[config.mk]
export PLATFORM = sky130hd
export DESIGN_NAME = mem_port_arbiter
export DESIGN_NICKNAME = d
export VERILOG_FILES = /design/src/rtl/mem_port_arbiter.sv
export SDC_FILE = /design/constraint.sdc
export NUM_CORES = 1
export LEC_CHECK = 0
export CAP_MARGIN = 15
export CORE_AREA = 2 2 206 208
export DETAILED_ROUTE_END_ITERATION = 8
export DIE_AREA = 0 0 208 210
export SLEW_MARGIN = 20
export SYNTH_ARGS = -nofsm -noshare
export SYNTH_HDL_FRONTEND = slang
export SYNTH_SLANG_ARGS = --single-unit
[constraint.sdc]
create_clock -name clk -period 2.3 [get_ports clk]
set_input_delay 0.23 -clock clk [delete_from_list [all_inputs] [get_ports clk]]
set_output_delay 0.23 -clock clk [all_outputs]
set_load 0.01 [all_outputs]
[src/rtl/mem_port_arbiter.sv]
`default_nettype none
// +----------------------------------------------------------------------------+
// | Module      : mem_port_arbiter                                             |
// | Description : Shares one 1RW 64-bit SRAM macro between instruction fetch,  |
// |               dcache load and dcache store. Single-cycle combinational     |
// |               grant, 1-cycle read response steered back by a read tag.     |
// | Revision    : 1.0 - initial release                                        |
// +----------------------------------------------------------------------------+
module mem_port_arbiter #(
   parameter int XLEN         = 64,
   parameter int ADDR_WIDTH   = 17,
   parameter int STARVE_LIMIT = 4
) (
   input  logic                  clk,
   input  logic                  rst,

   input  logic                  fetch_addr_valid,
   output logic                  fetch_addr_ready,
   input  logic [XLEN-1:0]       fetch_addr,
   output logic                  fetch_data_valid,
   output logic [31:0]           fetch_data,

   input  logic                  load_a_valid,
   output logic                  load_a_ready,
   input  logic [XLEN-1:0]       load_a_addr,
   output logic                  load_d_valid,
   output logic [63:0]           load_d_data,

   input  logic                  st_valid,
   output logic                  st_ready,
   input  logic [XLEN-1:0]       st_addr,
   input  logic [63:0]           st_data,
   input  logic [7:0]            st_mask,

   output logic                  sram_ce,
   output logic                  sram_we,
   output logic [ADDR_WIDTH-1:0] sram_addr,
   output logic [63:0]           sram_wdata,
   output logic [7:0]            sram_wmask,
   input  logic [63:0]           sram_rdata
);

   localparam int                 c_cnt_w      = $clog2(STARVE_LIMIT + 1);
   localparam logic [c_cnt_w-1:0] c_starve_max = c_cnt_w'(STARVE_LIMIT);

   // Which requester owns the read data returning from the SRAM this cycle.
   typedef enum logic [1:0] {
      SRC_NONE  = 2'd0,
      SRC_FETCH = 2'd1,
      SRC_LOAD  = 2'd2
   } rd_src_e;

   rd_src_e            rd_src_q, rd_src_d;
   logic               bo_q, bo_d;
   logic [c_cnt_w-1:0] starve_cnt_q, starve_cnt_d;

   logic               w_fetch_promote;
   logic               w_gnt_fetch;
   logic               w_gnt_load;
   logic               w_gnt_st;

   // Word-address bits outside the SRAM range and the byte offsets are not
   // needed by the macro; fetch_addr[2] is kept separately for half-word select.
   logic               unused_addr_bits;
   assign unused_addr_bits = ^{fetch_addr[XLEN-1:ADDR_WIDTH+3], fetch_addr[1:0],
                               load_a_addr[XLEN-1:ADDR_WIDTH+3], load_a_addr[2:0],
                               st_addr[XLEN-1:ADDR_WIDTH+3], st_addr[2:0]};

   // Fixed-priority grant (store > load > fetch) with a starvation override for fetch.
   always_comb begin
      w_fetch_promote = fetch_addr_valid && (starve_cnt_q == c_starve_max);
      w_gnt_fetch     = 1'b0;
      w_gnt_load      = 1'b0;
      w_gnt_st        = 1'b0;
      if (!rst) begin
         if (w_fetch_promote) begin
            w_gnt_fetch = 1'b1;
         end else if (st_valid) begin
            w_gnt_st = 1'b1;
         end else if (load_a_valid) begin
            w_gnt_load = 1'b1;
         end else if (fetch_addr_valid) begin
            w_gnt_fetch = 1'b1;
         end
      end
   end

   assign fetch_addr_ready = w_gnt_fetch;
   assign load_a_ready     = w_gnt_load;
   assign st_ready         = w_gnt_st;

   // Drive the SRAM macro from whichever request won this cycle.
   always_comb begin
      sram_ce    = w_gnt_fetch | w_gnt_load | w_gnt_st;
      sram_we    = w_gnt_st;
      sram_addr  = '0;
      sram_wdata = '0;
      sram_wmask = '0;
      if (w_gnt_st) begin
         sram_addr  = st_addr[ADDR_WIDTH+2:3];
         sram_wdata = st_data;
         sram_wmask = st_mask;
      end else if (w_gnt_load) begin
         sram_addr = load_a_addr[ADDR_WIDTH+2:3];
      end else if (w_gnt_fetch) begin
         sram_addr = fetch_addr[ADDR_WIDTH+2:3];
      end
   end

   // Next read tag, half-word select and starvation count.
   always_comb begin
      rd_src_d     = SRC_NONE;
      bo_d         = bo_q;
      starve_cnt_d = starve_cnt_q;
      if (w_gnt_fetch) begin
         rd_src_d = SRC_FETCH;
         bo_d     = fetch_addr[2];
      end else if (w_gnt_load) begin
         rd_src_d = SRC_LOAD;
         bo_d     = fetch_addr[2];
      end
      if (!fetch_addr_valid || w_gnt_fetch) begin
         starve_cnt_d = '0;
      end else if (starve_cnt_q != c_starve_max) begin
         starve_cnt_d = starve_cnt_q + 1'b1;
      end
   end

   // State registers; reset drops any in-flight read tag.
   always_ff @(posedge clk) begin
      if (rst) begin
         rd_src_q     <= SRC_NONE;
         bo_q         <= 1'b0;
         starve_cnt_q <= '0;
      end else begin
         rd_src_q     <= rd_src_d;
         bo_q         <= bo_d;
         starve_cnt_q <= starve_cnt_d;
      end
   end

   assign fetch_data_valid = (rd_src_q == SRC_FETCH);
   assign load_d_valid     = (rd_src_q == SRC_LOAD);
   assign fetch_data       = bo_q ? sram_rdata[63:32] : sram_rdata[31:0];
   assign load_d_data      = sram_rdata;

endmodule
`default_nettype wire

==> impl_metrics.json <==
{
  "outcome": "finished clean",
  "die_area_mm2": 0.0437,
  "die_w_um": 208,
  "avgRoutedWirePerCell_um": 13.5,
  "final_nets": 927,
  "gp_congestion": 0.800,
  "mappedNetlistNets": 601,
  "postLayoutCellArea_mm2": 0.00632,
  "synth_simple_gate_area_share_pct": 33.3,
  "worstPathRequired_ps": 2070,
  "hold_class": "input pin to register",
  "layout_common_cells": "291 x sky130_fd_sc_hd__clkdlybuf4s50_1, 88 x sky130_fd_sc_hd__and3_1, 57 x sky130_fd_sc_hd__dlygate4sd2_1",
  "reg2reg_depth": 6,
  "synth-warning-count": 0,
  "dr.pass1.iters": 4,
  "post-dp-hpwl_um": 13200,
  "setup.worst_path.start_class": "register",
  "synth_mux_area_share_pct": 18.3,
  "residual_drc_count": 0,
  "r2r_start": "starve_cnt_q[1]",
  "finalWorstPathRequiredPeriod_ps": 2240,
  "critical_path.endpoint_type": "output pin",
  "grt_use_met3_pct": 2.56,
  "largest_net_degree_at_the_start_of_global_routing": 83,
  "crit_path_max_incr_delay_ps": 560,
  "dp_cells": 1117,
  "power_density_of_the_placed_cells_mw_per_mm2": 229,
  "synth.ff_latch_count": 6,
  "max-clock-path-buffers": 2,
  "pwr-share-comb_pct": 73.2,
  "placement_rows": 75,
  "synth_cell_types": 23,
  "power.clock.fraction_pct": 19.2,
  "synth_compound_area_share_pct": 9.72,
  "p_sw_share_pct": 29.9,
  "path_max_fanout": 18,
  "ys_async_sr_fraction_pct": 0,
  "cts.clk_slew.worst_paths_ps": 30,
  "antenna_found_initial": 5,
  "area_delta_synth_final_pct": 213,
  "global_route.peak_usage_layer": "met2",
  "synthesis.area_mm2": 0.00202,
  "cts_root_buf": "sky130_fd_sc_hd__clkbuf_16",
  "post_route_cells_drive_above_1_share_pct": 14.6,
  "cts_tree": "yes",
  "timing.critical_path.cells": "inv_2 -> ha_4 -> a31oi_4 -> and3b_2 -> buf_12 -> clkdlybuf4s50_1",
  "netSwitchingPower_mw": 0.433,
  "synth_area_leaders": "sky130_fd_sc_hd__and3_1 28%, sky130_fd_sc_hd__buf_4 25%, sky130_fd_sc_hd__mux2_2 18%, sky130_fd_sc_hd__a221o_1 8.4%, sky130_fd_sc_hd__dfxtp_1 5.9%",
  "io_buffers": 384,
  "placement.cell_area_mm2": 0.00615,
  "wl_um": 15300,
  "grt.total_usage_pct": 6.31,
  "rr_endpoint": "rd_src_q[1]",
  "boundaryPins": 525,
  "layout.cells.most_common": "sky130_fd_sc_hd__clkdlybuf4s50_1",
  "drt.antenna.violating_nets": 0,
  "grt_first_pass_wirelength_um": 20500,
  "synth.largest_area_cell": "sky130_fd_sc_hd__and3_1",
  "drc_violation_total_after_the_first_tritonroute_iteration": 65,
  "post-route-period-util_pct": 97.3,
  "critical_path.n_buffers_inverters": 3,
  "syn_area_cell_um2": 7.60,
  "final_core_utilization_pct": 15.2,
  "via_count_of_the_first_global_routing_pass": 3425,
  "worst_pin_slew_ps": 306,
  "ys_dominant_reg_cell": "sky130_fd_sc_hd__dfxtp_1",
  "clock_skew_ps": 1.49,
  "initial_utilization_pct": 4.87,
  "core_area_mm2": 0.0415,
  "hold_path.startpoint": "st_valid",
  "finish.cell_count_without_fillers": 1132,
  "timing.critical_path.arrival_ps": 2010,
  "clock_insertion_delay_at_the_later_pin_of_the_skew_report_ps": 230,
  "die_y_um": 210,
  "leakage_power_summed_over_all_cells_nw": 3.09,
  "max-slew-margin-rel_pct": 79.6,
  "synth-seq-area-share_pct": 5.94,
  "synth_xor_area_share_pct": 0,
  "clock_sink_count": 6,
  "tritoncts.num_buffers": 3,
  "fmaxAchievable_ghz": 0.447,
  "grtUsageMet2_pct": 13.1,
  "timing.critical_path.max_delay_family": "buffers and inverters",
  "post_synth_edffs": 0,
  "dominant_combinational_cell_family_by_area_after_synthesis": "simple AND/OR/NAND/NOR gates",
  "post-synth-top-area-fraction_pct": 27.9,
  "hold_ws_ps": 445,
  "grtUsageMet1_pct": 5.13,
  "cts_hold_buf": 0,
  "worstHoldPathCells": 2,
  "critPathKind": "register to output pin",
  "overflow_after_grt": 0,
  "timing.reg2reg.setup_slack_ps": 950,
  "max_cap_violations": 0,
  "slew_violations": 0,
  "whs_endpoint": "rd_src_q[1]",
  "vdd.ir_drop.worst_mv": 0.195,
  "internal-power_mw": 1.02,
  "synthAdderAreaFrac_pct": 1.24,
  "drt-vias-per-instance": 2.99,
  "postSynthCellCount": 266,
  "seq_power_share_pct": 7.6,
  "report.final.setup_viol": 0,
  "cell_with_the_largest_stage_delay_on_the_worst_path": "sky130_fd_sc_hd__clkdlybuf4s50_1",
  "via_count": 3389,
  "hold_viol": 0,
  "cts_max_level": 1
}
[synthesized netlist by cell type, types with 2 or more instances]
library cell	count
sky130_fd_sc_hd__ha_1	2
sky130_fd_sc_hd__clkbuf_1	11
sky130_fd_sc_hd__buf_4	66
sky130_fd_sc_hd__and3b_1	2
sky130_fd_sc_hd__nor2_1	5
sky130_fd_sc_hd__nand2b_1	2
sky130_fd_sc_hd__nand2_1	2
sky130_fd_sc_hd__nor2b_1	5
sky130_fd_sc_hd__a221o_1	17
sky130_fd_sc_hd__nor3_1	2
sky130_fd_sc_hd__buf_2	8
sky130_fd_sc_hd__mux2_2	32
sky130_fd_sc_hd__clkbuf_2	6
sky130_fd_sc_hd__and3_1	90
sky130_fd_sc_hd__inv_1	2
sky130_fd_sc_hd__dfxtp_1	6
sky130_fd_sc_hd__buf_6	2
[sequential cells by signal, indices dropped and copies added (netlist names)]
register and count:
bo_q 1, rd_src_q 2, starve_cnt_q 3
[layer usage]
layer	wire, um	vias to the layer above	part of all wire (%)
li1	-	1548	-
met1	4690	1509	31
met2	8280	300	54
met3	1720	24	11
met4	527	8	3.5
met5	51	-	0.33
[worst max-delay path by stage]
stage                     start             end  slack [ps]  depth (start not counted)
5_1_grt         starve_cnt_q[1]    load_a_ready          -6                          6
3_5_place_dp   fetch_addr_valid    sram_addr[6]        -190                          6
3_3_place_gp   fetch_addr_valid    sram_addr[6]        -170                          6
4_1_cts         starve_cnt_q[1]  sram_wdata[10]        -140                          7
2_1_floorplan   starve_cnt_q[0]        st_ready         460                          8
6_report        starve_cnt_q[1]    load_a_ready          60                          6
[power groups by stage]
stage | registers, mW | logic, mW | clock network [mW]
detailed placement | 0.112 | 1.09 | 0
finish | 0.111 | 1.06 | 0.278
floorplan | 0.111 | 0.374 | 0
CTS | 0.110 | 1.07 | 0.282
global route | 0.111 | 1.12 | 0.292
global placement | 0.112 | 1.08 | 0
[through the flow]
| stage | TNS, ps | power, mW | worst slack, ps |
|---|---|---|---|
| after global routing | -6.11 | 1.53 | -6.11 |
| after CTS | -1350 | 1.46 | -144 |
| after global placement | -3760 | 1.19 | -167 |
| after floorplan | 0 | 0.485 | 462 |
| after detailed placement | -5260 | 1.20 | -191 |
| final | 0 | 1.45 | 61.4 |
[timing repair]
| item | 4_1_cts | 5_1_grt |
|---|---|---|
| cloned | 1 | 2 |
| buffers inserted | 3 | 4 |
| gates resized for setup | 83 | 45 |
| hold endpoints to repair | 0 | 0 |
| setup endpoints to repair | 75 | 34 |
| pin swaps | 1 | 2 |
[final cells by class]
| class | instances | area [um2] |
|---|---|---|
| clock buffer | 3 | 75.1 |
| inverter | 2 | 7.51 |
| timing repair buffer | 414 | 4130 |
| tap | 539 | 674 |
| multi-input combinational | 165 | 1300 |
| fill | 4698 | 35200 |
| sequential | 6 | 121 |
| antenna | 3 | 7.51 |
[cells by family (layout without fill, tap and decap cells)]
group,Yosys count,after routing
buf+inv,95,419
compound gates,20,20
other cells,0,3
fa+ha+maj,2,2
mux,33,33
flops,6,6
simple gates,110,110
[worst register-to-register path, stage by stage (launching register included)]
cell                      delay (ps)
sky130_fd_sc_hd__dfxtp_1         330
sky130_fd_sc_hd__inv_2            50
sky130_fd_sc_hd__ha_4            160
sky130_fd_sc_hd__a31oi_4         260
sky130_fd_sc_hd__buf_4           160
sky130_fd_sc_hd__buf_4           160
sky130_fd_sc_hd__and3b_1         170
Note: power is estimated with default switching activity, not from simulation.
